[src/rtl/aud_rec_i2s_multi_if.sv]
// SRAM write-request channel between the I2S recorder (master) and the SRAM arbiter (slave).
interface aud_rec_i2s_multi_if #(
    parameter int unsigned DATA_W = 16,
    parameter int unsigned ADDR_W = 20
);
    logic              wr_valid;
    logic              wr_ready;
    logic [ADDR_W-1:0] wr_addr;
    logic [DATA_W-1:0] wr_data;
    logic              wr_ch;

    modport master (output wr_valid, output wr_addr, output wr_data, output wr_ch, input wr_ready);
    modport slave  (input wr_valid, input wr_addr, input wr_data, input wr_ch, output wr_ready);
endinterface

[src/rtl/aud_rec_i2s_multi.sv]
// Multi-channel I2S capture engine streaming samples into the SRAM write port.
// Optional AUD_REC_MONO_MIX_EN: with NUM_CH=2, store one (L+R)>>>1 word per frame.
module aud_rec_i2s_multi #(
    parameter int unsigned DATA_W = 16,
    parameter int unsigned NUM_CH = 2,
    parameter int unsigned ADDR_W = 20,
    parameter int unsigned DEPTH  = 2**ADDR_W
) (
    input  logic                i_clk,
    input  logic                i_rst,
    input  logic                i_lrc,
    input  logic                i_adcdat,
    input  logic                i_start,
    input  logic                i_pause,
    input  logic                i_stop,
    aud_rec_i2s_multi_if.master wr_if,
    output logic [ADDR_W:0]     o_rec_len,
    output logic                o_busy,
    output logic                o_paused,
    output logic                o_full,
    output logic                o_ovf
);
    localparam int unsigned CNT_W = (DATA_W > 1) ? $clog2(DATA_W) : 1;

    typedef enum logic [2:0] {StIdle, StWaitFrm, StShift, StStore, StPaused} state_t;

    state_t            r_state, w_state_d;
    logic              r_lrc;
    logic              r_cap;
    logic              r_ch;
    logic [CNT_W-1:0]  r_bit_cnt;
    logic [DATA_W-1:0] r_shift;
    logic              r_pause_pend;
    logic              r_wr_valid;
    logic [DATA_W-1:0] r_wr_data;
    logic              r_wr_ch;
    logic [ADDR_W-1:0] r_ptr;
    logic [ADDR_W:0]   r_rec_len;
    logic              r_full;
    logic              r_ovf;

    logic              w_edge, w_fall, w_wr_done, w_full_hit, w_last_bit, w_last_ch;
    logic              w_clear, w_pause_set, w_arm, w_shift_en, w_load, w_drop, w_save_left;
    logic [DATA_W-1:0] w_shift_nx, w_store_data;

`ifdef AUD_REC_MONO_MIX_EN
    localparam bit MonoMix = (NUM_CH == 2);
    logic [DATA_W-1:0] r_left;
    logic [DATA_W:0]   w_sum;

    // Sign-extended sum keeps the carry so the arithmetic shift cannot overflow.
    assign w_sum        = {r_left[DATA_W-1], r_left} + {r_shift[DATA_W-1], r_shift};
    assign w_store_data = MonoMix ? DATA_W'(w_sum >> 1) : r_shift;

    always_ff @(posedge i_clk or posedge i_rst) begin
        if (i_rst) begin
            r_left <= '0;
        end else if (w_save_left) begin
            r_left <= w_shift_nx;
        end
    end
`else
    localparam bit MonoMix = 1'b0;
    assign w_store_data = r_shift;
`endif

    assign w_edge     = i_lrc != r_lrc;
    assign w_fall     = w_edge & ~i_lrc;
    assign w_wr_done  = r_wr_valid & wr_if.wr_ready;
    assign w_full_hit = w_wr_done & (r_ptr == ADDR_W'(DEPTH - 1));
    assign w_last_bit = r_cap & (r_bit_cnt == CNT_W'(DATA_W - 1));
    assign w_last_ch  = MonoMix | (NUM_CH == 1) | r_ch;
    assign w_shift_nx = {r_shift[DATA_W-2:0], i_adcdat};

    always_ff @(posedge i_clk or posedge i_rst) begin
        if (i_rst) begin
            r_state <= StIdle;
        end else begin
            r_state <= w_state_d;
        end
    end

    always_comb begin
        w_state_d   = r_state;
        w_clear     = 1'b0;
        w_pause_set = 1'b0;
        w_arm       = 1'b0;
        w_shift_en  = 1'b0;
        w_load      = 1'b0;
        w_drop      = 1'b0;
        w_save_left = 1'b0;
        unique case (r_state)
            StIdle: begin
                if (i_start) begin
                    w_state_d = StWaitFrm;
                    w_clear   = 1'b1;
                end
            end
            StWaitFrm: begin
                if (i_stop) begin
                    w_state_d = StIdle;
                end else if (i_pause) begin
                    w_state_d = StPaused;
                end else if (w_fall) begin
                    w_state_d = StShift;
                    w_arm     = 1'b1;
                end
            end
            StShift: begin
                if (i_stop) begin
                    w_state_d = StIdle;
                end else begin
                    w_pause_set = i_pause;
                    if (w_edge) begin
                        w_arm = 1'b1;
                    end else if (r_cap) begin
                        w_shift_en = 1'b1;
                        if (w_last_bit) begin
                            if (MonoMix && !r_ch) begin
                                w_save_left = 1'b1;
                            end else begin
                                w_state_d = StStore;
                            end
                        end
                    end
                end
            end
            StStore: begin
                if (i_stop) begin
                    w_state_d = StIdle;
                end else begin
                    w_pause_set = i_pause;
                    // A still-pending write wins; the new sample is dropped.
                    if (r_wr_valid && !wr_if.wr_ready) begin
                        w_drop = 1'b1;
                    end else if (!w_full_hit) begin
                        w_load = 1'b1;
                    end
                    if (w_last_ch && (r_pause_pend || i_pause)) begin
                        w_state_d = StPaused;
                    end else begin
                        w_state_d = StShift;
                        w_arm     = w_edge;
                    end
                end
            end
            StPaused: begin
                if (i_stop) begin
                    w_state_d = StIdle;
                end else if (i_start) begin
                    w_state_d = StWaitFrm;
                end
            end
            default: w_state_d = StIdle;
        endcase
        if (w_full_hit) begin
            w_state_d = StIdle;
        end
    end

    always_ff @(posedge i_clk or posedge i_rst) begin
        if (i_rst) begin
            r_lrc        <= 1'b0;
            r_cap        <= 1'b0;
            r_ch         <= 1'b0;
            r_bit_cnt    <= '0;
            r_shift      <= '0;
            r_pause_pend <= 1'b0;
        end else begin
            r_lrc <= i_lrc;
            if (w_arm) begin
                r_ch      <= i_lrc;
                r_bit_cnt <= '0;
                r_cap     <= (NUM_CH == 2) || !i_lrc;
            end else if (w_shift_en) begin
                r_shift   <= w_shift_nx;
                r_bit_cnt <= r_bit_cnt + CNT_W'(1);
                if (w_last_bit) begin
                    r_cap <= 1'b0;
                end
            end
            if (w_state_d == StIdle || w_state_d == StPaused) begin
                r_pause_pend <= 1'b0;
            end else if (w_pause_set) begin
                r_pause_pend <= 1'b1;
            end
        end
    end

    always_ff @(posedge i_clk or posedge i_rst) begin
        if (i_rst) begin
            r_wr_valid <= 1'b0;
            r_wr_data  <= '0;
            r_wr_ch    <= 1'b0;
            r_ptr      <= '0;
            r_rec_len  <= '0;
            r_full     <= 1'b0;
            r_ovf      <= 1'b0;
        end else begin
            if (w_load) begin
                r_wr_valid <= 1'b1;
                r_wr_data  <= w_store_data;
                r_wr_ch    <= MonoMix ? 1'b0 : r_ch;
            end else if (w_wr_done) begin
                r_wr_valid <= 1'b0;
            end
            if (w_clear) begin
                r_ptr     <= '0;
                r_rec_len <= '0;
            end else if (w_wr_done) begin
                r_rec_len <= r_rec_len + (ADDR_W+1)'(1);
                if (!w_full_hit) begin
                    r_ptr <= r_ptr + ADDR_W'(1);
                end
            end
            r_full <= w_clear ? 1'b0 : (r_full | w_full_hit);
            r_ovf  <= w_clear ? 1'b0 : (r_ovf | w_drop);
        end
    end

    assign wr_if.wr_valid = r_wr_valid;
    assign wr_if.wr_addr  = r_ptr;
    assign wr_if.wr_data  = r_wr_data;
    assign wr_if.wr_ch    = r_wr_ch;
    assign o_rec_len      = r_rec_len;
    assign o_busy         = (r_state == StWaitFrm) || (r_state == StShift) || (r_state == StStore);
    assign o_paused       = r_state == StPaused;
    assign o_full         = r_full;
    assign o_ovf          = r_ovf;
endmodule
[src/flat_wrapper.sv]
// flat-port wrapper written by rule: the top's interface ports become plain ports
module aud_rec_i2s_multi_flat 
#(
    parameter int unsigned DATA_W = 16,
    parameter int unsigned NUM_CH = 2,
    parameter int unsigned ADDR_W = 20,
    parameter int unsigned DEPTH  = 2**ADDR_W
)
  (i_clk, i_rst, i_lrc, i_adcdat, i_start, i_pause, i_stop, o_rec_len, o_busy, o_paused, o_full, o_ovf, wr_if_wr_valid, wr_if_wr_addr, wr_if_wr_data, wr_if_wr_ch, wr_if_wr_ready);
  aud_rec_i2s_multi_if #(.DATA_W(DATA_W), .ADDR_W(ADDR_W)) wr_if_i ();
  input  logic i_clk;
  input  logic i_rst;
  input  logic i_lrc;
  input  logic i_adcdat;
  input  logic i_start;
  input  logic i_pause;
  input  logic i_stop;
  output logic [ADDR_W:0] o_rec_len;
  output logic o_busy;
  output logic o_paused;
  output logic o_full;
  output logic o_ovf;
  output wire logic [$bits(wr_if_i.wr_valid)-1:0] wr_if_wr_valid;
  output wire logic [$bits(wr_if_i.wr_addr)-1:0] wr_if_wr_addr;
  output wire logic [$bits(wr_if_i.wr_data)-1:0] wr_if_wr_data;
  output wire logic [$bits(wr_if_i.wr_ch)-1:0] wr_if_wr_ch;
  input wire logic [$bits(wr_if_i.wr_ready)-1:0] wr_if_wr_ready;
  assign wr_if_wr_valid = wr_if_i.wr_valid;
  assign wr_if_wr_addr = wr_if_i.wr_addr;
  assign wr_if_wr_data = wr_if_i.wr_data;
  assign wr_if_wr_ch = wr_if_i.wr_ch;
  assign wr_if_i.wr_ready = wr_if_wr_ready;
  aud_rec_i2s_multi #(.DATA_W(DATA_W), .NUM_CH(NUM_CH), .ADDR_W(ADDR_W), .DEPTH(DEPTH)) u_core (.i_clk(i_clk), .i_rst(i_rst), .i_lrc(i_lrc), .i_adcdat(i_adcdat), .i_start(i_start), .i_pause(i_pause), .i_stop(i_stop), .wr_if(wr_if_i), .o_rec_len(o_rec_len), .o_busy(o_busy), .o_paused(o_paused), .o_full(o_full), .o_ovf(o_ovf));
endmodule
[config.mk]
export PLATFORM = sky130hd
export DESIGN_NAME = aud_rec_i2s_multi_flat
export DESIGN_NICKNAME = d
export VERILOG_FILES = /design/src/rtl/aud_rec_i2s_multi_if.sv /design/src/rtl/aud_rec_i2s_multi.sv /design/src/flat_wrapper.sv
export SDC_FILE = /design/constraint.sdc
export NUM_CORES = 1
export LEC_CHECK = 0
export BUFFER_PORTS_ARGS = -buffer_cell sky130_fd_sc_hd__buf_2
export CAP_MARGIN = 20
export CORE_MARGIN = 4
export CORE_UTILIZATION = 56
export CTS_CLUSTER_DIAMETER = 80
export DETAILED_ROUTE_END_ITERATION = 6
export GPL_TIMING_DRIVEN = 0
export PLACE_DENSITY = 0.76
export REMOVE_ABC_BUFFERS = 1
export SYNTH_ARGS = -nofsm -noshare
export SYNTH_HDL_FRONTEND = slang
export SYNTH_SLANG_ARGS = --single-unit
[constraint.sdc]
create_clock -name i_clk -period 3.4 [get_ports i_clk]
set_input_delay 0.34 -clock i_clk [delete_from_list [all_inputs] [get_ports i_clk]]
set_output_delay 0.34 -clock i_clk [all_outputs]
set_load 0.02 [all_outputs]
* Word level (Yosys, flattened, before mapping) *
Cells that the tools add are included.

word-level totals
  flip-flop bits (word level) = 88

cells by class
  add/sub/neg operators = 3
  equality and inequality tests = 9
  multiplexer cells = 52
  bitwise gates (word level) = 8
  reductions and logical operators = 18

operators with widths
  operator                 count
  $mux W20                 3
  $mux W21                 2
  $mux W3                  12
  $mux W1                  31
  $add A21 B1 Y21 const B  1
  $add A20 B1 Y20 const B  1
  $eq A20 B20 Y1 const B   1
  $pmux W3 S5              1
  $reduce_bool A2 Y1       5
  $mux W4                  2
  $eq A3 B2 Y1 const B     2
  $eq A3 B3 Y1 const B     2
  $logic_not A3 Y1         2
  $reduce_and A2 Y1        3
  $add A4 B1 Y4 const B    1
  $and A1 B1 Y1            4
  $eq A4 B4 Y1 const B     1
  $logic_or A1 B1 Y1       4
  $eq A3 B1 Y1 const B     1
  $pmux W1 S3              1
  $logic_and A1 B1 Y1      2
  $ne A2 B2 Y1 const B     1
  $not A1 Y1               2
  $or A1 B1 Y1             2
  3 further kinds          3

* Longest topological paths before layout *
Gate-level depths: netlist of run 1.

  word-level depth = 11
  mapped depth = 9
  gate-level depth less buffers = 6

* Worst setup path after synthesis of run 1 *
OpenSTA, ideal clock, no wires.

  path type = reg2reg
  start = reg u_core.r_state[2]
  end = reg u_core.r_rec_len[12] (netlist: u_core.o_rec_len[12])
  library setup time = 0.066 ns
  data arrival time = 2.069 ns
  slack = 1.265 ns
  stages on the path, launching flop included = 7
  cells stage by stage = dfrtp_1 -> buf_6 -> or4b_1 -> buf_2 -> a2111o_1 -> or4_1 -> nand2_1

between the ends
  word-level cells in the longest chain between the ends = 3
  elaborated cells on any way between the ends = 4

ends and longest elaborated chain
  item                                            line                      RTL
  start: declaration                              aud_rec_i2s_multi.sv:27   state_t r_state, w_state_d;
  start signal: assignment                        aud_rec_i2s_multi.sv:77   r_state <= StIdle;
  start signal: assignment                        aud_rec_i2s_multi.sv:79   r_state <= w_state_d;
  $logic_not A3 Y1 (*)                            aud_rec_i2s_multi.sv:92   unique case (r_state)
  $mux W1 (*)                                     aud_rec_i2s_multi.sv:92
  $mux W21 or $reduce_bool A2 Y1 (tied branches)  n/a
  end signal: assignment                          aud_rec_i2s_multi.sv:211  r_rec_len <= r_rec_len + (ADDR_W+1)'(1);
  end: declaration                                aud_rec_i2s_multi.sv:38   logic [ADDR_W:0] r_rec_len;

Mark *: on every way between the ends. The rest lies on a longest branch, timed or not.
A chain may end at the register's enable or synchronous reset.

* Final worst setup path of run 1 *
  start = reg u_core.r_state[0]
  end = reg u_core.r_rec_len[12] (netlist: u_core.o_rec_len[12])

Same word-level chain as after synthesis.

==> results of run 1 <==
==> registers in the layout, summed over array words and instances (netlist names), 3 cells and up <==
signal,flops
u_core.wr_if.wr_data,16
u_core.r_state,3
u_core.o_rec_len,21
u_core.r_bit_cnt,4
u_core.wr_if.wr_addr,20
u_core.r_shift,16
==> power by group through the flow <==
stage               combinational [mW]  clock, mW  sequential (mW)
CTS                              0.172      0.783             1.09
floorplan                        0.101          0             1.11
finish                           0.170      0.768             1.09
global placement                 0.141          0             1.11
detailed placement               0.170          0             1.11
global route                     0.191      0.831             1.10
==> cell families (layout without fill, tap and decap cells) <==
family / count (synthesis) / after routing
adder cells (fa/ha/maj): 4 / 4
buffers and inverters: 27 / 100
XOR/XNOR: 11 / 11
AND/OR/NAND/NOR: 200 / 200
flip-flops: 88 / 88
AO/OA/AOI/OAI: 67 / 67
multiplexers: 33 / 33
==> repair_timing <==
item / CTS / global route
hold buffers: 1 / 0
setup buffers: 0 / 0
hold endpoints to repair: 30 / 0
==> worst reg2reg max path, stage by stage, from the launching register on <==
cell and delay [ns]:
sky130_fd_sc_hd__dfrtp_1 0.50, sky130_fd_sc_hd__or4b_1 0.87, sky130_fd_sc_hd__buf_16 0.29, sky130_fd_sc_hd__a2111o_1 0.55, sky130_fd_sc_hd__or4_1 0.43, sky130_fd_sc_hd__nand2_1 0.07
==> routing by layer <==
layer	global-route usage, %	part of all wire [%]	vias up
met3	3.47	5.4	14
met5	0	0	-
met1	28.3	45	1713
li1	-	-	1669
met4	9.01	1.7	0
met2	36.4	48	85
==> placed cells by master (no fill, tap or decap), types with 5 or more instances in the layout <==
cell type,synthesis,final
sky130_fd_sc_hd__xor2_1,6,6
sky130_fd_sc_hd__and2_1,7,7
sky130_fd_sc_hd__nand4_1,17,17
sky130_fd_sc_hd__dfrtp_1,88,88
sky130_fd_sc_hd__nand2_1,86,86
sky130_fd_sc_hd__xnor2_1,5,5
sky130_fd_sc_hd__inv_1,7,6
sky130_fd_sc_hd__a21oi_1,23,23
sky130_fd_sc_hd__nor3_1,8,7
sky130_fd_sc_hd__nand2b_1,16,16
sky130_fd_sc_hd__nand3_1,16,16
sky130_fd_sc_hd__clkbuf_8,0,10
sky130_fd_sc_hd__mux2i_1,15,15
sky130_fd_sc_hd__o21ai_0,13,13
sky130_fd_sc_hd__mux2_2,18,18
sky130_fd_sc_hd__or3_1,9,9
sky130_fd_sc_hd__nor2_1,19,19
sky130_fd_sc_hd__buf_2,3,70
==> how the worst max path moves through the flow <==
stage,startpoint,endpoint
after floorplan,u_core.r_state[2]$_DFF_PP0_,u_core.o_rec_len[9]$_DFFE_PP0P_
after detailed placement,u_core.r_state[0]$_DFF_PP0_,u_core.o_rec_len[14]$_DFFE_PP0P_
final,u_core.r_state[0]$_DFF_PP0_,u_core.o_rec_len[12]$_DFFE_PP0P_
after global placement,u_core.r_state[2]$_DFF_PP0_,u_core.o_rec_len[9]$_DFFE_PP0P_
after global routing,u_core.r_state[0]$_DFF_PP0_,u_core.o_rec_len[16]$_DFFE_PP0P_
after CTS,u_core.r_state[0]$_DFF_PP0_,u_core.o_rec_len[16]$_DFFE_PP0P_
==> layout make-up <==
cell class / instances / area [um^2] / area share [%]
Clock buffer: 10 / 138 / 2.77
Sequential cell: 88 / 2200 / 44.4
Inverter: 7 / 28.8 / 0.580
Timing Repair Buffer: 77 / 449 / 9.05
Multi-Input combinational cell: 315 / 1950 / 39.3
Clock inverter: 6 / 72.6 / 1.46
Tap cell: 99 / 124 / 2.50
==> metrics by stage <==
stage	instances	total power [mW]	setup slack, ns	util [%]
2_1_floorplan	410	1.21	-0.606	-
3_3_place_gp	579	1.25	-2.34	63.3
3_5_place_dp	585	1.28	0.650	64.7
4_1_cts	602	2.05	0.642	67.7
5_1_grt	602	2.12	0.471	67.7
6_report	602	2.03	0.630	67.7
==> out/qor.json, run 1 <==
{
  "timing": {
    "timing.final.crit_period_ns": 2.77,
    "timing_max_transition_violations_final": 0,
    "grt_setup_unrepaired": "no",
    "maxSlewHeadroom_pct": 31.3,
    "tightestPinTransition_ns": 1.03,
    "finalClockSkew_ns": 0.0119,
    "timing.final.crit_share_pct": 81.5,
    "clock.fmax_mhz": 361,
    "fin_hold_ws_ns": 0.113,
    "final-hold-violation-count": 0,
    "finalSetupTns_ns": 0,
    "setup_violations": 0
  },
  "hold_path": {
    "holdCritPathClass": "in -> reg",
    "hold_depth": 1,
    "hold-path-endpoint": "u_core.r_lrc$_DFF_PP0_",
    "timing.hold.worst.start": "i_lrc"
  },
  "pwr": {
    "power_density_mw_per_mm2": 409,
    "p_int_mw": 1.50,
    "vdd_drop_max_uv": 216,
    "leakagePower_nw": 2.44,
    "clock_power_share_pct": 37.8,
    "seqPwrFrac_pct": 53.8,
    "p_comb_share_pct": 8.4,
    "switching_share_pct": 26.0,
    "power.net_switching_mw": 0.529
  },
  "clock_network": {
    "numCtsBuffers": 9,
    "cts_htree_levels": 3,
    "cts_tree": "built",
    "cts_root_buffer": "sky130_fd_sc_hd__clkbuf_8",
    "ctsLongestPathBuffers": 2,
    "worstSkewPairLatency_ns": 0.36,
    "clkSinkCount": 88,
    "cts_resized": 0,
    "cts.clk_slew.worst_paths_ns": 0.09
  },
  "logic_synthesis": {
    "synth_simple_gate_area_share_pct": 23.4,
    "ys.flop_type": "sky130_fd_sc_hd__dfrtp_1",
    "synth_top_area_share_pct": 51.8,
    "synth_enable_flop_cells": 0,
    "synth-seq-area-share_pct": 51.8,
    "yosys_warnings": 0,
    "post_synth_most_frequent_cells": "sky130_fd_sc_hd__dfrtp_1, sky130_fd_sc_hd__nand2_1, sky130_fd_sc_hd__a21oi_1",
    "top_count_cell_post_synth": "sky130_fd_sc_hd__dfrtp_1",
    "post_synth_xor_area_fraction_pct": 2.27,
    "synth_compound_area_share_pct": 10.4,
    "synth-seq-cells": 88,
    "post_synth_inst_count": 430,
    "asyncSetResetFlopFracSynth_pct": 100,
    "synth_top_cells_by_area": "sky130_fd_sc_hd__dfrtp_1, sky130_fd_sc_hd__nand2_1, sky130_fd_sc_hd__mux2_2",
    "yosysTopAreaCell": "sky130_fd_sc_hd__dfrtp_1",
    "synthAdderAreaFrac_pct": 1.18,
    "yosys-mux-area-fraction_pct": 8.30,
    "synth.cell_area_mm2": 0.00425,
    "syn-mean-instance-area_um2": 9.89,
    "yosysUniqueCellTypes": 49,
    "synth_top_family_by_area": "simple AND/OR/NAND/NOR gates"
  },
  "grt": {
    "grt_max_degree": 59,
    "globalRoute.totalOverflow": 0,
    "antenna_found_initial": 0,
    "number_of_global_route_vias_before_repair": 3445,
    "grt_first_pass_wirelength_mm": 15.8,
    "gr-usage-all-layers_pct": 21.8
  },
  "worst_setup_path": {
    "reg2regPathDepth": 5,
    "worstReg2RegStart": "u_core.r_state[0]$_DFF_PP0_",
    "worst_r2r_endpoint": "u_core.o_rec_len[12]$_DFFE_PP0P_",
    "worst_setup_path_end_kind": "flip-flop",
    "timing.setup.critical_path_class": "reg -> reg",
    "reg2reg_slack_ns": 0.63,
    "critical-path-top-delay-family": "simple AND/OR/NAND/NOR gates",
    "worstPathCellList": "or4b_1, buf_16, a2111o_1, or4_1, nand2_1",
    "critical_path.slowest_cell": "sky130_fd_sc_hd__or4b_1",
    "worstPathArrival_ns": 3.06,
    "worst_path_largest_cell_delay_ns": 0.87,
    "path_max_fanout": 26,
    "timing.critical_path.required_ns": 3.69,
    "critical_path_cell_count": 5,
    "crit_buf_inv": 1,
    "setup.worst_path.start_class": "flip-flop"
  },
  "run_status": {
    "outcome": "complete, no violations"
  },
  "floorplanning": {
    "die_area_mm2": 0.00905,
    "io_pins": 71,
    "fp-row-count": 31,
    "start_util_pct": 58.0,
    "floorplan.die.width_um": 95.1,
    "core-area_mm2": 0.00733,
    "floorplan.die.height_um": 95.1
  },
  "placed_design": {
    "placement.io_buffers": 70,
    "place_area_mm2": 0.00474,
    "dp_hpwl_mm": 6.30,
    "place_congestion": 0.823
  },
  "finish": {
    "nNetsFinal": 510,
    "fill_cells": 574,
    "layout-drive-gt1-share_pct": 23.5,
    "areaGrowthSynthToFinish_pct": 16.7,
    "fin_area_mm2": 0.00496,
    "antennaDiodeCount": 0
  },
  "drt": {
    "dr_total_vias": 3481,
    "ant_nets": 0,
    "wl_mm": 9.13,
    "detail_route.vias_per_cell": 5.78,
    "first_iter_violations": 168,
    "detail_route.drc_violations": 0,
    "avgRoutedWirePerCell_um": 15.2,
    "drt_pre_antenna_iters": 4
  },
  "job": {
    "max-cap-violations": 0
  }
}
Note: power is estimated with default switching activity, not from simulation.
==> inputs of run 2 (changes only) <==
==> constraint.sdc (replaced) <==
create_clock -name i_clk -period 2.9 [get_ports i_clk]
set_input_delay 0.29 -clock i_clk [delete_from_list [all_inputs] [get_ports i_clk]]
set_output_delay 0.29 -clock i_clk [all_outputs]
set_load 0.02 [all_outputs]
==> out/qor.json, run 2 (synthesized netlist as in run 1, its figures left out) <==
{
  "clock_network": {
    "worstSkewPairLatency": {"value": 0.36, "unit": "ns", "change": "about the same"},
    "cts_tree": "built",
    "cts_htree_levels": {"value": 3, "change": "unchanged"},
    "cts_root_buffer": "sky130_fd_sc_hd__clkbuf_8",
    "numCtsBuffers": {"value": 9, "change": "unchanged"},
    "cts.clk_slew.worst_paths": {"value": 0.09, "unit": "ns", "change": "about the same"},
    "clkSinkCount": {"value": 88, "change": "unchanged"},
    "cts_setup_buffers": {"value": 0, "change": "unchanged"},
    "ctsLongestPathBuffers": {"value": 2, "change": "unchanged"}
  },
  "finish": {
    "final_core_utilization": {"value": 67.7, "unit": "%", "change": "about the same"},
    "antennaDiodeCount": {"value": 0, "change": "unchanged"},
    "layout.cells.non_filler": {"value": 602, "change": "unchanged"},
    "commonest_cells_after_routing_fill_and_taps_aside": "sky130_fd_sc_hd__dfrtp_1, sky130_fd_sc_hd__nand2_1, sky130_fd_sc_hd__buf_2",
    "areaGrowthSynthToFinish": {"value": 16.8, "unit": "%", "change": "about the same"},
    "layout-drive-gt1-share": {"value": 23.7, "unit": "%", "change": "+0.20 points"},
    "largest_register_ffs": {"value": 21, "change": "unchanged"},
    "nNetsFinal": {"value": 510, "change": "unchanged"},
    "layout.cells.most_common": "sky130_fd_sc_hd__dfrtp_1"
  },
  "worst_setup_path": {
    "worstPathArrival": {"value": 2.79, "unit": "ns", "change": "-0.27 ns"},
    "path_max_fanout": {"value": 17, "change": "-35%"},
    "worst_setup_path_end_kind": "flip-flop",
    "timing.critical_path.required": {"value": 3.14, "unit": "ns", "change": "-0.55 ns"},
    "setup.worst_path.start_class": "flip-flop",
    "critical_path_cell_count": {"value": 4, "change": "-1"},
    "worst_path_largest_cell_delay": {"value": 0.85, "unit": "ns", "change": "-0.02 ns"},
    "critical-path-top-delay-family": "simple AND/OR/NAND/NOR gates",
    "crit_buf_inv": {"value": 0, "change": "-1"},
    "timing.setup.critical_path_class": "reg -> reg",
    "critical_path.slowest_cell": "sky130_fd_sc_hd__nor3_2",
    "reg2regPathDepth": {"value": 4, "change": "-1"},
    "worstPathCellList": "nand4_1, nor3_2, a21oi_2, mux2_2"
  },
  "run_status": {
    "outcome": "complete, no violations"
  },
  "floorplanning": {
    "start_util": {"value": 58.0, "unit": "%", "change": "unchanged"},
    "core-area": {"value": 0.00733, "unit": "mm^2", "change": "unchanged"},
    "fp-row-count": {"value": 31, "change": "unchanged"},
    "floorplan.die.height": {"value": 95.1, "unit": "um", "change": "unchanged"},
    "io_pins": {"value": 71, "change": "unchanged"},
    "die_area": {"value": 0.00905, "unit": "mm^2", "change": "unchanged"},
    "floorplan.die.width": {"value": 95.1, "unit": "um", "change": "unchanged"}
  },
  "placed_design": {
    "dp.cells": {"value": 585, "change": "unchanged"},
    "placement.io_buffers": {"value": 70, "change": "unchanged"},
    "dp_hpwl": {"value": 6.30, "unit": "mm", "change": "unchanged"},
    "place_congestion": {"value": 0.823, "change": "unchanged"},
    "pre_cts_ws": {"value": 0.150, "unit": "ns", "change": "-0.500 ns"}
  },
  "pwr": {
    "leakagePower": {"value": 2.45, "unit": "nW", "change": "about the same"},
    "vdd_drop_max": {"value": 254, "unit": "uV", "change": "+18%"},
    "power_density": {"value": 480, "unit": "mW/mm^2", "change": "+17%"}
  },
  "grt": {
    "gr-usage-all-layers": {"value": 21.8, "unit": "%", "change": "unchanged"},
    "globalRoute.totalOverflow": {"value": 0, "change": "unchanged"},
    "antenna_found_initial": {"value": 0, "change": "unchanged"},
    "grt_first_pass_wirelength": {"value": 15.8, "unit": "mm", "change": "unchanged"},
    "grt_max_degree": {"value": 59, "change": "unchanged"},
    "number_of_global_route_vias_before_repair": {"value": 3445, "change": "unchanged"}
  },
  "drt": {
    "wl": {"value": 9.15, "unit": "mm", "change": "+0.32%"},
    "detail_route.drc_violations": {"value": 0, "change": "unchanged"},
    "drt_pre_antenna_iters": {"value": 4, "change": "unchanged"},
    "ant_nets": {"value": 0, "change": "unchanged"},
    "avgRoutedWirePerCell": {"value": 15.2, "unit": "um", "change": "+0.32%"},
    "first_iter_violations": {"value": 164, "change": "-2.4%"},
    "dr_total_vias": {"value": 3487, "change": "+0.17%"},
    "detail_route.vias_per_cell": {"value": 5.79, "change": "+0.17%"}
  },
  "timing": {
    "maxSlewHeadroom": {"value": 31.3, "unit": "%", "change": "-0.040 points"},
    "clock.fmax": {"value": 392, "unit": "MHz", "change": "+8.7%"},
    "fin_hold_ws": {"value": 0.0628, "unit": "ns", "change": "-0.0503 ns"},
    "grt_setup_unrepaired": "no",
    "final-hold-violation-count": {"value": 0, "change": "unchanged"},
    "tightestPinTransition": {"value": 1.03, "unit": "ns", "change": "+0.000607 ns"},
    "timing.final.crit_period": {"value": 2.55, "unit": "ns", "change": "-0.221 ns"},
    "timing_max_transition_violations_final": {"value": 0, "change": "unchanged"},
    "worst_slack": {"value": 0.352, "unit": "ns", "change": "-0.279 ns"},
    "setup_violations": {"value": 0, "change": "unchanged"},
    "finalClockSkew": {"value": 0.0115, "unit": "ns", "change": "-0.000424 ns"},
    "timing.final.crit_share": {"value": 87.9, "unit": "%", "change": "+6.4 points"}
  },
  "hold_path": {
    "holdCritPathClass": "in -> reg",
    "hold_depth": {"value": 1, "change": "unchanged"}
  },
  "job": {
    "max-cap-violations": {"value": 0, "change": "unchanged"}
  }
}
run 2: cell counts in the layout (fill, tap and decap cells not counted):
Identical to the previous run, type by type.
run 2: timing repair:
action	in CTS	in global routing
endpoints found under the hold margin	30	0
gates resized for setup	0	1
setup endpoints to repair	0	2
hold buffers	1	0
run 2: stage by stage:
stage / setup TNS [ns] / power (mW) / area, um^2
after detailed placement: 0 / 1.50 / 4740
after global placement: -115.52 / 1.47 / 4640
final: 0 / 2.38 / 4970
after floorplan: -10.89 / 1.42 / 4170
after CTS: 0 / 2.40 / 4960
after global routing: 0 / 2.48 / 4970
run 2: worst paths after layout:
check / start / endpoint / slack (ns)
setup / recovery: u_core.wr_if.wr_addr[15]$_DFFE_PP0P_ / u_core.wr_if.wr_data[15]$_DFFE_PP0P_ / 0.35
hold / removal: i_lrc / u_core.r_lrc$_DFF_PP0_ / 0.06
setup reg to reg: u_core.wr_if.wr_addr[15]$_DFFE_PP0P_ / u_core.wr_if.wr_data[15]$_DFFE_PP0P_ / 0.35
hold reg to reg: u_core.r_shift[15]$_DFFE_PP0P_ / u_core.r_shift[15]$_DFFE_PP0P_ / 0.49
max in group asynchronous: i_rst / u_core.r_bit_cnt[0]$_DFFE_PP0P_ / 1.80
min in group asynchronous: i_rst / u_core.wr_if.wr_data[6]$_DFFE_PP0P_ / 0.48
run 2: final cells by class:
type	count	area, um^2
Fill cell	575	2360
Sequential cell	88	2200
Multi-Input combinational cell	315	1950
Timing Repair Buffer	77	449
Clock buffer	10	138
Tap cell	99	124
Clock inverter	6	72.6
Inverter	7	28.8
run 2: layer usage:
layer	vias to the layer above	global-route usage (%)	part of all wire [%]
met5	-	0	0
met4	0	9.01	1.7
met3	14	3.47	5.5
met2	86	36.4	48
met1	1718	28.3	45
li1	1669	-	-
run 2: power breakdown:
group | total [mW] | switching [mW] | internal, mW | leakage (nW)
clock network | 0.901 | 0.466 | 0.434 | 0.104
registers | 1.28 | 0.0291 | 1.25 | 1.22
logic | 0.202 | 0.125 | 0.0764 | 1.12
total | 2.38 | 0.621 | 1.76 | 2.45
==> inputs of run 3 (changes only) <==
--- a/config.mk
+++ b/config.mk
@@ -13,6 +13,7 @@
 export DETAILED_ROUTE_END_ITERATION = 6
 export GPL_TIMING_DRIVEN = 0
 export PLACE_DENSITY = 0.76
+export RECOVER_POWER = 50
 export REMOVE_ABC_BUFFERS = 1
 export SYNTH_ARGS = -nofsm -noshare
 export SYNTH_HDL_FRONTEND = slang
==> out/qor.json, run 3 (synthesized netlist as in run 1, its figures left out) <==
{
  "floorplanning": {
    "fp-row-count": {"value": 31, "change": "unchanged"},
    "floorplan.die.height": {"value": 95.1, "unit": "um", "change": "unchanged"},
    "floorplan.die.width": {"value": 95.1, "unit": "um", "change": "unchanged"},
    "start_util": {"value": 58.0, "unit": "%", "change": "unchanged"},
    "core-area": {"value": 0.00733, "unit": "mm^2", "change": "unchanged"},
    "die_area": {"value": 0.00905, "unit": "mm^2", "change": "unchanged"},
    "io_pins": {"value": 71, "change": "unchanged"}
  },
  "finish": {
    "fin_area": {"value": 0.00490, "unit": "mm^2", "change": "-1.2%"},
    "antennaDiodeCount": {"value": 0, "change": "unchanged"},
    "largest_register_ffs": {"value": 21, "change": "unchanged"},
    "final_core_utilization": {"value": 66.9, "unit": "%", "change": "-0.84 points"},
    "nNetsFinal": {"value": 510, "change": "unchanged"},
    "commonest_cells_after_routing_fill_and_taps_aside": "sky130_fd_sc_hd__dfrtp_1, sky130_fd_sc_hd__nand2_1, sky130_fd_sc_hd__buf_2",
    "layout-drive-gt1-share": {"value": 17.3, "unit": "%", "change": "-6.4 points"},
    "areaGrowthSynthToFinish_pct": 15.4,
    "layout.cells.non_filler": {"value": 602, "change": "unchanged"},
    "layout.cells.most_common": "sky130_fd_sc_hd__dfrtp_1"
  },
  "clock_network": {
    "cts_root_buffer": "sky130_fd_sc_hd__clkbuf_8",
    "clkSinkCount": {"value": 88, "change": "unchanged"},
    "numCtsBuffers": {"value": 9, "change": "unchanged"},
    "ctsLongestPathBuffers": {"value": 2, "change": "unchanged"},
    "cts.clk_slew.worst_paths": {"value": 0.09, "unit": "ns", "change": "about the same"},
    "cts_tree": "built",
    "worstSkewPairLatency": {"value": 0.35, "unit": "ns", "change": "about the same"},
    "cts_htree_levels": {"value": 3, "change": "unchanged"}
  },
  "grt": {
    "gr-usage-all-layers": {"value": 21.8, "unit": "%", "change": "unchanged"},
    "globalRoute.totalOverflow": {"value": 0, "change": "unchanged"},
    "number_of_global_route_vias_before_repair": {"value": 3445, "change": "unchanged"},
    "grt_max_degree": {"value": 59, "change": "unchanged"},
    "antenna_found_initial": {"value": 0, "change": "unchanged"},
    "grt_first_pass_wirelength": {"value": 15.8, "unit": "mm", "change": "unchanged"}
  },
  "placed_design": {
    "placement.io_buffers": {"value": 70, "change": "unchanged"},
    "dp_hpwl": {"value": 6.30, "unit": "mm", "change": "unchanged"},
    "dp.cells": {"value": 585, "change": "unchanged"},
    "pre_cts_ws": {"value": 0.150, "unit": "ns", "change": "unchanged"},
    "place_area": {"value": 0.00474, "unit": "mm^2", "change": "unchanged"},
    "place_congestion": {"value": 0.823, "change": "unchanged"}
  },
  "timing": {
    "finalSetupTns": {"value": 0, "unit": "ns", "change": "unchanged"},
    "grt_setup_unrepaired": "no",
    "setup_violations": {"value": 0, "change": "unchanged"},
    "maxSlewHeadroom": {"value": 9.69, "unit": "%", "change": "-22 points"},
    "tightestPinTransition": {"value": 1.35, "unit": "ns", "change": "+0.316 ns"},
    "worst_slack": {"value": 0.361, "unit": "ns", "change": "+0.00928 ns"},
    "finalClockSkew": {"value": 0.0106, "unit": "ns", "change": "-0.000862 ns"},
    "clock.fmax": {"value": 394, "unit": "MHz", "change": "+0.37%"},
    "timing_max_transition_violations_final": {"value": 0, "change": "unchanged"},
    "final-hold-violation-count": {"value": 0, "change": "unchanged"},
    "timing.final.crit_period": {"value": 2.54, "unit": "ns", "change": "-0.00928 ns"},
    "fin_hold_ws": {"value": 0.0743, "unit": "ns", "change": "+0.0116 ns"},
    "timing.final.crit_share": {"value": 87.6, "unit": "%", "change": "-0.32 points"}
  },
  "worst_setup_path": {
    "worst_setup_path_end_kind": "flip-flop",
    "worst_r2r_endpoint": "u_core.wr_if.wr_data[15]$_DFFE_PP0P_",
    "path_max_fanout": {"value": 17, "change": "unchanged"},
    "worstReg2RegStart": "u_core.wr_if.wr_addr[15]$_DFFE_PP0P_",
    "setup.worst_path.start_class": "flip-flop",
    "timing.setup.critical_path_class": "reg -> reg",
    "timing.critical_path.required": {"value": 3.14, "unit": "ns", "change": "about the same"},
    "reg2regPathDepth": {"value": 4, "change": "unchanged"},
    "reg2reg_slack": {"value": 0.36, "unit": "ns", "change": "about the same"},
    "worstPathArrival": {"value": 2.77, "unit": "ns", "change": "-0.02 ns"}
  },
  "hold_path": {
    "hold-path-endpoint": "u_core.r_lrc$_DFF_PP0_",
    "timing.hold.worst.start": "i_lrc",
    "hold_depth": {"value": 1, "change": "unchanged"},
    "holdCritPathClass": "in -> reg"
  },
  "drt": {
    "wl": {"value": 9.15, "unit": "mm", "change": "about the same"},
    "avgRoutedWirePerCell": {"value": 15.2, "unit": "um", "change": "about the same"},
    "detail_route.drc_violations": {"value": 0, "change": "unchanged"},
    "first_iter_violations": {"value": 147, "change": "-10%"},
    "dr_total_vias": {"value": 3483, "change": "-0.11%"},
    "wl_met3": {"value": 493, "unit": "um", "change": "-1.4%"},
    "met1Wirelength": {"value": 4.09, "unit": "mm", "change": "about the same"},
    "detailroute.wirelength.met2": {"value": 4.44, "unit": "mm", "change": "+0.73%"},
    "top_layer_used": "met4",
    "detail_route.vias_per_cell": {"value": 5.79, "change": "-0.11%"},
    "ant_nets": {"value": 0, "change": "unchanged"},
    "drt_pre_antenna_iters": {"value": 4, "change": "unchanged"}
  },
  "job": {
    "max-cap-violations": {"value": 0, "change": "unchanged"}
  },
  "pwr": {
    "power_density": {"value": 484, "unit": "mW/mm^2", "change": "+0.94%"},
    "leakagePower": {"value": 2.29, "unit": "nW", "change": "-6.2%"},
    "fin_total_pwr": {"value": 2.38, "unit": "mW", "change": "-0.30%"},
    "vdd_drop_max": {"value": 254, "unit": "uV", "change": "+0.13%"}
  },
  "run_status": {
    "outcome": "complete, no violations"
  }
}
run 3: cell types whose count changed in the layout (fill, tap and decap cells not counted), sizes merged:
cell      delta
buf         -33
clkinvlp     +1
clkbuf      +33
inv          -1
run 3: power breakdown:
group | internal [mW] | switching (mW)
Clock | 0.435 | 0.464
Combinational | 0.0721 | 0.124
Sequential | 1.25 | 0.0293
run 3: how the worst max path moves through the flow:
stage | from | endpoint | slack, ns | depth (start not counted)
6_report | u_core.wr_if.wr_addr[15]$_DFFE_PP0P_ | u_core.wr_if.wr_data[15]$_DFFE_PP0P_ | 0.36 | 4
5_1_grt | u_core.wr_if.wr_addr[15]$_DFFE_PP0P_ | u_core.wr_if.wr_data[13]$_DFFE_PP0P_ | 0.22 | 4
3_5_place_dp | u_core.r_state[0]$_DFF_PP0_ | u_core.o_rec_len[14]$_DFFE_PP0P_ | 0.15 | 5
3_3_place_gp | u_core.r_state[2]$_DFF_PP0_ | u_core.o_rec_len[9]$_DFFE_PP0P_ | -2.84 | 4
2_1_floorplan | u_core.r_state[2]$_DFF_PP0_ | u_core.o_rec_len[9]$_DFFE_PP0P_ | -1.11 | 4
4_1_cts | u_core.r_state[0]$_DFF_PP0_ | u_core.o_rec_len[16]$_DFFE_PP0P_ | 0.14 | 5
run 3: layout make-up:
type | count | area [um^2]
clock buffers | 10 | 138
multi-input cells | 315 | 1950
well taps | 99 | 124
repair buffers | 77 | 389
flip-flops and latches | 88 | 2200
inverters | 7 | 27.5
clock inverters | 6 | 72.6
fillers | 592 | 2430
run 3: worst max-delay path, stage by stage (launching register included):
cell and delay [ns]:
sky130_fd_sc_hd__dfrtp_1 0.46, sky130_fd_sc_hd__nand4_1 0.20, sky130_fd_sc_hd__nor3_2 0.85, sky130_fd_sc_hd__a21oi_2 0.48
sky130_fd_sc_hd__mux2_2 0.42
run 3: metal layers:
| layer | vias to the layer above | GRT usage [%] |
|---|---|---|
| li1 | 1675 | - |
| met1 | 1707 | 28.3 |
| met2 | 89 | 36.4 |
| met3 | 12 | 3.47 |
| met4 | 0 | 9.01 |
| met5 | - | 0 |
run 3: repair_timing:
item,in CTS,in global routing
setup buffers,0,0
setup endpoints to repair,0,2
hold buffers,1,0
gates resized for setup,0,1
hold endpoints to repair,30,0
